`config.mk`:
```
export PLATFORM = sky130hd
export DESIGN_NAME = csr_regfile
export DESIGN_NICKNAME = d
export VERILOG_FILES = /design/src/rtl/csr_pkg.sv /design/src/rtl/csr_timer.sv /design/src/rtl/csr_regfile.sv
export SDC_FILE = /design/constraint.sdc
export NUM_CORES = 1
export LEC_CHECK = 0
export CAP_MARGIN = 40
export CORE_MARGIN = 8
export CORE_UTILIZATION = 58
export CTS_CLUSTER_DIAMETER = 80
export DETAILED_ROUTE_END_ITERATION = 12
export DONT_BUFFER_PORTS = 1
export GPL_ROUTABILITY_DRIVEN = 0
export PLACE_DENSITY = 0.76
export SLEW_MARGIN = 20
export SYNTH_ARGS = -nofsm -noshare
export SYNTH_HDL_FRONTEND = slang
export SYNTH_SLANG_ARGS = --single-unit
```
`constraint.sdc`:
```
create_clock -name clk -period 3.5 [get_ports clk]
set_input_delay 0.7 -clock clk [delete_from_list [all_inputs] [get_ports clk]]
set_output_delay 0.7 -clock clk [all_outputs]
set_load 0.01 [all_outputs]
```
`src/rtl/csr_pkg.sv`:
```
// CSR register file shared definitions: addresses, field positions, writable masks, exception codes.
// Latency: none (constants and a pure function only).
// Backpressure: none.
package csr_pkg;

   // CSR addresses
   localparam logic [13:0] CSR_CRMD   = 14'h000;
   localparam logic [13:0] CSR_PRMD   = 14'h001;
   localparam logic [13:0] CSR_ECFG   = 14'h004;
   localparam logic [13:0] CSR_ESTAT  = 14'h005;
   localparam logic [13:0] CSR_ERA    = 14'h006;
   localparam logic [13:0] CSR_BADV   = 14'h007;
   localparam logic [13:0] CSR_EENTRY = 14'h00C;
   localparam logic [13:0] CSR_SAVE0  = 14'h030;
   localparam logic [13:0] CSR_SAVE1  = 14'h031;
   localparam logic [13:0] CSR_SAVE2  = 14'h032;
   localparam logic [13:0] CSR_SAVE3  = 14'h033;
   localparam logic [13:0] CSR_TID    = 14'h040;
   localparam logic [13:0] CSR_TCFG   = 14'h041;
   localparam logic [13:0] CSR_TVAL   = 14'h042;
   localparam logic [13:0] CSR_TICLR  = 14'h044;

   // Field bit positions
   localparam int CRMD_PLV_LSB   = 0;
   localparam int CRMD_IE        = 2;
   localparam int PRMD_PPLV_LSB  = 0;
   localparam int PRMD_PIE       = 2;
   localparam int ESTAT_IS_TI    = 11;
   localparam int ESTAT_IS_IPI   = 12;
   localparam int ESTAT_ECODE_LSB = 16;
   localparam int ESTAT_ESUB_LSB = 22;
   localparam int TCFG_EN        = 0;
   localparam int TCFG_PERIODIC  = 1;
   localparam int TICLR_CLR      = 0;

   // Software-writable bit masks
   localparam logic [31:0] CRMD_WMASK   = 32'h0000_001F;
   localparam logic [31:0] PRMD_WMASK   = 32'h0000_0007;
   localparam logic [31:0] ECFG_WMASK   = 32'h0000_1BFF;
   localparam logic [31:0] ESTAT_WMASK  = 32'h0000_0003;
   localparam logic [31:0] EENTRY_WMASK = 32'hFFFF_FFC0;
   localparam logic [31:0] FULL_WMASK   = 32'hFFFF_FFFF;
   localparam logic [31:0] TCFG_WMASK   = 32'hFFFF_FFFF;

   // Reset values that are not zero
   localparam logic [31:0] CRMD_RESET = 32'h0000_0008;
   localparam logic [31:0] TVAL_RESET = 32'hFFFF_FFFF;

   // Exception codes
   localparam logic [5:0] ECODE_INT     = 6'h00;
   localparam logic [5:0] ECODE_ADE     = 6'h08;
   localparam logic [5:0] ECODE_ALE     = 6'h09;
   localparam logic [5:0] ECODE_SYS     = 6'h0B;
   localparam logic [8:0] ESUBCODE_ADEF = 9'd0;
   localparam logic [8:0] ESUBCODE_ADEM = 9'd1;

   // Masked CSR update restricted to the bits software may change
   function automatic logic [31:0] csr_merge(input logic [31:0] old_val,
                                             input logic [31:0] wvalue,
                                             input logic [31:0] wmask,
                                             input logic [31:0] swmask);
      logic [31:0] m;
      m = wmask & swmask;
      return (old_val & ~m) | (wvalue & m);
   endfunction

endpackage

```
`src/rtl/csr_timer.sv`:
```
// Timer CSRs: TCFG, TVAL countdown and the timer interrupt flag (ESTAT.IS[11]); built only with CSR_TIMER_EN.
// Latency: writes and countdown take effect at the next clk edge; outputs are registered.
// Backpressure: none; a write is always accepted in the cycle csr_we is high.
`ifdef CSR_TIMER_EN
module csr_timer
   import csr_pkg::*;
(
   input  logic        clk,
   input  logic        reset,
   input  logic        tcfg_we,
   input  logic        ticlr_we,
   input  logic [31:0] wmask,
   input  logic [31:0] wvalue,
   output logic [31:0] tcfg,
   output logic [31:0] tval,
   output logic        timer_int
);

   logic [31:0] tcfg_new;
   logic        fire;
   logic        clear;

   assign tcfg_new = csr_merge(tcfg, wvalue, wmask, TCFG_WMASK);
   // A fresh TCFG write reloads the counter, so it never counts as a 1->0 step
   assign fire     = !tcfg_we && tcfg[TCFG_EN] && (tval == 32'd1);
   assign clear    = ticlr_we && wvalue[TICLR_CLR] && wmask[TICLR_CLR];

   // Configuration register and countdown with optional periodic reload
   always_ff @(posedge clk) begin
      if (reset) begin
         tcfg <= '0;
         tval <= TVAL_RESET;
      end else if (tcfg_we) begin
         tcfg <= tcfg_new;
         tval <= {tcfg_new[31:2], 2'b00};
      end else if (tcfg[TCFG_EN]) begin
         if (tval != 32'd0)
            tval <= tval - 32'd1;
         else if (tcfg[TCFG_PERIODIC])
            tval <= {tcfg[31:2], 2'b00};
      end
   end

   // Interrupt flag: a timer expiry in the same cycle beats a software clear
   always_ff @(posedge clk) begin
      if (reset)
         timer_int <= 1'b0;
      else if (fire)
         timer_int <= 1'b1;
      else if (clear)
         timer_int <= 1'b0;
   end

endmodule
`endif

```
`src/rtl/csr_regfile.sv`:
```
// Control/status register file: exception state, interrupt status/enable, save regs, optional timer (CSR_TIMER_EN).
// Latency: reads are combinational (pre-update value); writes, exception and ertn updates land at the next clk edge.
// Backpressure: none; every write, exception commit and ertn is accepted in the cycle it is presented.
module csr_regfile
   import csr_pkg::*;
#(
   parameter logic [31:0] COREID = 32'd0
)
(
   input  logic        clk,
   input  logic        reset,
   input  logic        csr_re,
   input  logic [13:0] csr_num,
   output logic [31:0] csr_rvalue,
   input  logic        csr_we,
   input  logic [31:0] csr_wmask,
   input  logic [31:0] csr_wvalue,
   input  logic        wb_ex,
   input  logic        ertn_flush,
   input  logic [5:0]  wb_ecode,
   input  logic [8:0]  wb_esubcode,
   input  logic [31:0] wb_pc,
   input  logic [31:0] wb_vaddr,
   input  logic [7:0]  hw_int_in,
   input  logic        ipi_int_in,
   output logic        has_int,
   output logic [31:0] ex_entry,
   output logic [31:0] ertn_entry
);

   logic [31:0] crmd, prmd, ecfg, era, badv, eentry, tid;
   logic [31:0] save [0:3];
   logic [1:0]  estat_is_sw;
   logic [7:0]  estat_is_hw;
   logic        estat_is_ipi;
   logic [5:0]  estat_ecode;
   logic [8:0]  estat_esub;
   logic [31:0] estat_rvalue;
   logic [31:0] tcfg, tval;
   logic        timer_is;
   logic        unused_csr_re;

   // Reads never have side effects, so the enable carries no information here
   assign unused_csr_re = csr_re;

   logic wr_crmd, wr_prmd, wr_ecfg, wr_estat, wr_era, wr_badv, wr_eentry, wr_tid, wr_save;
   logic badv_from_pc, badv_from_vaddr;

   assign wr_crmd   = csr_we && (csr_num == CSR_CRMD);
   assign wr_prmd   = csr_we && (csr_num == CSR_PRMD);
   assign wr_ecfg   = csr_we && (csr_num == CSR_ECFG);
   assign wr_estat  = csr_we && (csr_num == CSR_ESTAT);
   assign wr_era    = csr_we && (csr_num == CSR_ERA);
   assign wr_badv   = csr_we && (csr_num == CSR_BADV);
   assign wr_eentry = csr_we && (csr_num == CSR_EENTRY);
   assign wr_tid    = csr_we && (csr_num == CSR_TID);
   assign wr_save   = csr_we && (csr_num[13:2] == CSR_SAVE0[13:2]);

   assign badv_from_pc    = wb_ex && (wb_ecode == ECODE_ADE) && (wb_esubcode == ESUBCODE_ADEF);
   assign badv_from_vaddr = wb_ex && ((wb_ecode == ECODE_ALE) ||
                                      ((wb_ecode == ECODE_ADE) && (wb_esubcode == ESUBCODE_ADEM)));

   // CRMD/PRMD: software write first, exception or ertn overrides the PLV/IE fields
   always_ff @(posedge clk) begin
      if (reset) begin
         crmd <= CRMD_RESET;
         prmd <= '0;
      end else begin
         if (wr_crmd) crmd <= csr_merge(crmd, csr_wvalue, csr_wmask, CRMD_WMASK);
         if (wr_prmd) prmd <= csr_merge(prmd, csr_wvalue, csr_wmask, PRMD_WMASK);
         if (wb_ex) begin
            prmd[PRMD_PPLV_LSB +: 2] <= crmd[CRMD_PLV_LSB +: 2];
            prmd[PRMD_PIE]           <= crmd[CRMD_IE];
            crmd[CRMD_PLV_LSB +: 2]  <= 2'b00;
            crmd[CRMD_IE]            <= 1'b0;
         end else if (ertn_flush) begin
            crmd[CRMD_PLV_LSB +: 2]  <= prmd[PRMD_PPLV_LSB +: 2];
            crmd[CRMD_IE]            <= prmd[PRMD_PIE];
         end
      end
   end

   // Exception capture: return address, cause and bad address
   always_ff @(posedge clk) begin
      if (reset) begin
         era         <= '0;
         badv        <= '0;
         estat_ecode <= '0;
         estat_esub  <= '0;
      end else begin
         if (wb_ex) begin
            era         <= wb_pc;
            estat_ecode <= wb_ecode;
            estat_esub  <= wb_esubcode;
         end else if (wr_era) begin
            era <= csr_merge(era, csr_wvalue, csr_wmask, FULL_WMASK);
         end
         if (badv_from_vaddr)
            badv <= wb_vaddr;
         else if (badv_from_pc)
            badv <= wb_pc;
         else if (wr_badv)
            badv <= csr_merge(badv, csr_wvalue, csr_wmask, FULL_WMASK);
      end
   end

   // Interrupt status: software bits plus registered hardware and IPI lines
   always_ff @(posedge clk) begin
      if (reset) begin
         estat_is_sw  <= '0;
         estat_is_hw  <= '0;
         estat_is_ipi <= 1'b0;
      end else begin
         if (wr_estat)
            estat_is_sw <= (estat_is_sw & ~(csr_wmask[1:0] & ESTAT_WMASK[1:0])) |
                           (csr_wvalue[1:0] & csr_wmask[1:0] & ESTAT_WMASK[1:0]);
         estat_is_hw  <= hw_int_in;
         estat_is_ipi <= ipi_int_in;
      end
   end

   // Plain software registers
   always_ff @(posedge clk) begin
      if (reset) begin
         ecfg   <= '0;
         eentry <= '0;
         tid    <= COREID;
      end else begin
         if (wr_ecfg)   ecfg   <= csr_merge(ecfg, csr_wvalue, csr_wmask, ECFG_WMASK);
         if (wr_eentry) eentry <= csr_merge(eentry, csr_wvalue, csr_wmask, EENTRY_WMASK);
         if (wr_tid)    tid    <= csr_merge(tid, csr_wvalue, csr_wmask, FULL_WMASK);
      end
   end

   // Scratch registers SAVE0-3
   always_ff @(posedge clk) begin
      if (reset) begin
         for (int i = 0; i < 4; i++) save[i] <= '0;
      end else if (wr_save) begin
         save[csr_num[1:0]] <= csr_merge(save[csr_num[1:0]], csr_wvalue, csr_wmask, FULL_WMASK);
      end
   end

`ifdef CSR_TIMER_EN
   logic wr_tcfg, wr_ticlr;
   assign wr_tcfg  = csr_we && (csr_num == CSR_TCFG);
   assign wr_ticlr = csr_we && (csr_num == CSR_TICLR);

   csr_timer u_timer (
      .clk       (clk),
      .reset     (reset),
      .tcfg_we   (wr_tcfg),
      .ticlr_we  (wr_ticlr),
      .wmask     (csr_wmask),
      .wvalue    (csr_wvalue),
      .tcfg      (tcfg),
      .tval      (tval),
      .timer_int (timer_is)
   );
`else
   assign tcfg     = '0;
   assign tval     = '0;
   assign timer_is = 1'b0;
`endif

   assign estat_rvalue = {1'b0, estat_esub, estat_ecode, 3'b000, estat_is_ipi, timer_is,
                          1'b0, estat_is_hw, estat_is_sw};

   // Combinational read mux; unmapped addresses return zero
   always_comb begin
      csr_rvalue = '0;
      case (csr_num)
         CSR_CRMD:   csr_rvalue = crmd;
         CSR_PRMD:   csr_rvalue = prmd;
         CSR_ECFG:   csr_rvalue = ecfg;
         CSR_ESTAT:  csr_rvalue = estat_rvalue;
         CSR_ERA:    csr_rvalue = era;
         CSR_BADV:   csr_rvalue = badv;
         CSR_EENTRY: csr_rvalue = eentry;
         CSR_SAVE0:  csr_rvalue = save[0];
         CSR_SAVE1:  csr_rvalue = save[1];
         CSR_SAVE2:  csr_rvalue = save[2];
         CSR_SAVE3:  csr_rvalue = save[3];
         CSR_TID:    csr_rvalue = tid;
         CSR_TCFG:   csr_rvalue = tcfg;
         CSR_TVAL:   csr_rvalue = tval;
         default:    csr_rvalue = '0;
      endcase
   end

   assign has_int    = (|(estat_rvalue[12:0] & ecfg[12:0])) & crmd[CRMD_IE];
   assign ex_entry   = eentry;
   assign ertn_entry = era;

endmodule

```
==> flow_summary.toml <==
[outcome]
status = "complete, no violations"

[timing]
fin_skew_ns = 0.01077
maxSlewViolCount = 0
layout_min_cycle_time_ns = 3.395
worstMarginPinSlew_ns = 0.8175
slew_headroom_pct = 45.50
worst_slack_ns = 0.1055
fin_crit_sh_pct = 96.99
rsz0062_at_grt = "false"
setup_viol = 0
hold_ws_ns = 0.2736
finalHoldViolCount = 0
fin_tns_setup_ns = 0
fmax_ghz = 0.2946

[clocking]
cts_tree = "done"
clk_latency_ns = 0.51
clkSinkCount = 296
clockBufferDepth = 3
clk_pin_slew_ns = 0.06
cts_hold_buf = 0
cts_root_buffer = "clkbuf_16"
cts_max_level = 2
cts_inserted_buffers = 34

[logic_synthesis]
syn_inst = 1734
synth_area_leaders = "edfxtp_1 (24%), dfxtp_1 (21%), mux4_2 (4.7%)"
ys.flop_type = "dfxtp_1"
yosys_warnings = 0
syn_area_um2 = 15810
async_reset_ff_share_pct = 0
ys_seq_area_share_pct = 45.57
synth_top_area_share_pct = 24.31
synth_top_area_cell = "edfxtp_1"
synthTopCellsByCount = "nand2_1 (194), dfxtp_1 (168), nor2_1 (138)"
synth_edf_count = 128
ys_seq_elements = 296
avgSynthCellArea_um2 = 9.120
synth.distinct_cells = 62
synth_most_common_cell = "nand2_1"

[finish]
syn2layout_area_growth_pct = 9.407
fin_cells = 2037
drive_gt1_share_pct = 10.61
seq_area_um2 = 7207
nNetsFinal = 1842
nFillCells = 2164
multiInputGateArea_um2 = 7580
fin_area_um2 = 17300
antenna_cells = 0

[worst_setup_path]
worstPathRequired_ns = 2.80
rrSetupSlack_ns = 1.73
crit_path_end_kind = "primary output"
worst-path-max-fanout = 20
start_kind = "primary input"
worstPathArrival_ns = 2.69
critPathKind = "in -> out"

[global_route]
grt.met2_usage_pct = 53.09
grt_busiest_layer = "met2"
grt_max_degree = 177
grt_pass1_vias = 14290
grt_use_total_pct = 33.62
use_met3_pct = 10.17
grt_pass1_wl_um = 86400
antenna_found_initial = 1
grt.overflow.total = 0
met1_usage_pct = 41.76

[route]
dr.first_iter.drc_count = 2175
viasPerCell = 7.278
wirelength_um = 58220
ant_nets = 0
vias = 14830
wire_per_inst_um = 28.58
drc = 0
dr.pass1.iters = 9

[placed_design]
dpl_worst_slack_ns = 0.04192
placed_cell_area_um2 = 16190
io_buffers = 0
post-dp-hpwl_um = 37170
dp.cells = 1974

[power]
ir_drop_mv = 0.3313
pwr_density_cell_nw_per_um2 = 446.6
p_leak_nw = 6.602

[floorplanning]
die_w_um = 181.1
core_area_um2 = 26880
pin_count = 269
die_area_um2 = 32800
start_util_pct = 58.84
num_rows = 60
dieHeight_um = 181.1

[run]
maxCapViolCount = 0

[hold_path]
hold_path_class = "in -> reg"
-- path summary, 6_finish.rpt --
| path | startpoint | to | cells after the start |
|---|---|---|---|
| hold reg to reg | flip-flop | flip-flop | 2 |
| setup reg to reg | save[3][0] | save[0][0] | 4 |
| setup / recovery | csr_num[7] | csr_rvalue[11] | 7 |
| hold / removal | reset | flip-flop | 1 |
-- worst max-delay path, stage by stage --
cell	delay, ns
or3_1	0.34
nor4_4	0.09
buf_4	0.18
buf_4	0.23
and3_1	0.22
a2111oi_0	0.61
nand3_1	0.30
-- power breakdown --
group | internal (mW) | switching [mW] | total, mW
Clock | 2.11 | 1.42 | 3.53
Combinational | 0.194 | 0.225 | 0.419
Sequential | 3.70 | 0.0827 | 3.78
-- layer usage --
| metal | wire, µm | part of all wire, % |
|---|---|---|
| met1 | 20570 | 35 |
| met2 | 26320 | 45 |
| met3 | 8712 | 15 |
| met4 | 2615 | 4.5 |
| met5 | 0 | 0 |
-- layout by cell type, fill, tap and decap left out, drive strengths merged, types with 6 or more instances in the layout --
cell type  netlist  layout
a222oi          42      42
nand2          194     194
o21ai           81      81
dfxtp          168     168
mux4            33      33
nor4             9       9
nand4           33      33
a311oi          32      32
a22oi           82      82
clkinv           0       8
a32oi           34      34
mux2i           41      41
and2            12      12
a21o            32      32
nand2b          35      35
and3            13      13
a41oi           32      32
clkbuf         117      53
edfxtp         128     128
nor3            37      37
nor2b           44      44
inv             99      99
buf             60      72
a21oi           67      67
nand3          113     113
nor2           138     138
conb             1       6
-- cells by family after synthesis --
kind of cell	after synthesis	synth area share (%)
AO/OA/AOI/OAI	431	19.64
buffers and inverters	276	7.176
AND/OR/NAND/NOR	652	20.01
other	1	0.02371
multiplexers	78	7.580
flip-flops	296	45.57
-- cell type report --
| cell class | instances | area share, % |
|---|---|---|
| clock buffer | 53 | 5.988 |
| timing repair buffer | 72 | 3.558 |
| clock inverter | 9 | 0.3760 |
| sequential | 296 | 41.65 |
| inverter | 99 | 2.148 |
| multi-input combinational | 1167 | 43.81 |
| tap | 341 | 2.466 |
-- per-stage QoR --
stage               power (mW)  utilization [%]
detailed placement       4.255            60.24
global placement         4.243            60.24
floorplan                4.242                -
finish                   7.727            64.38
global route             7.898            64.38
CTS                      7.728            64.33
-- timing repair --
| item | in CTS | in global routing |
|---|---|---|
| resized for setup | 0 | 1 |
| setup buffers | 0 | 1 |
| endpoints found under the setup margin | 0 | 13 |
Note: power is estimated with default switching activity, not from simulation.
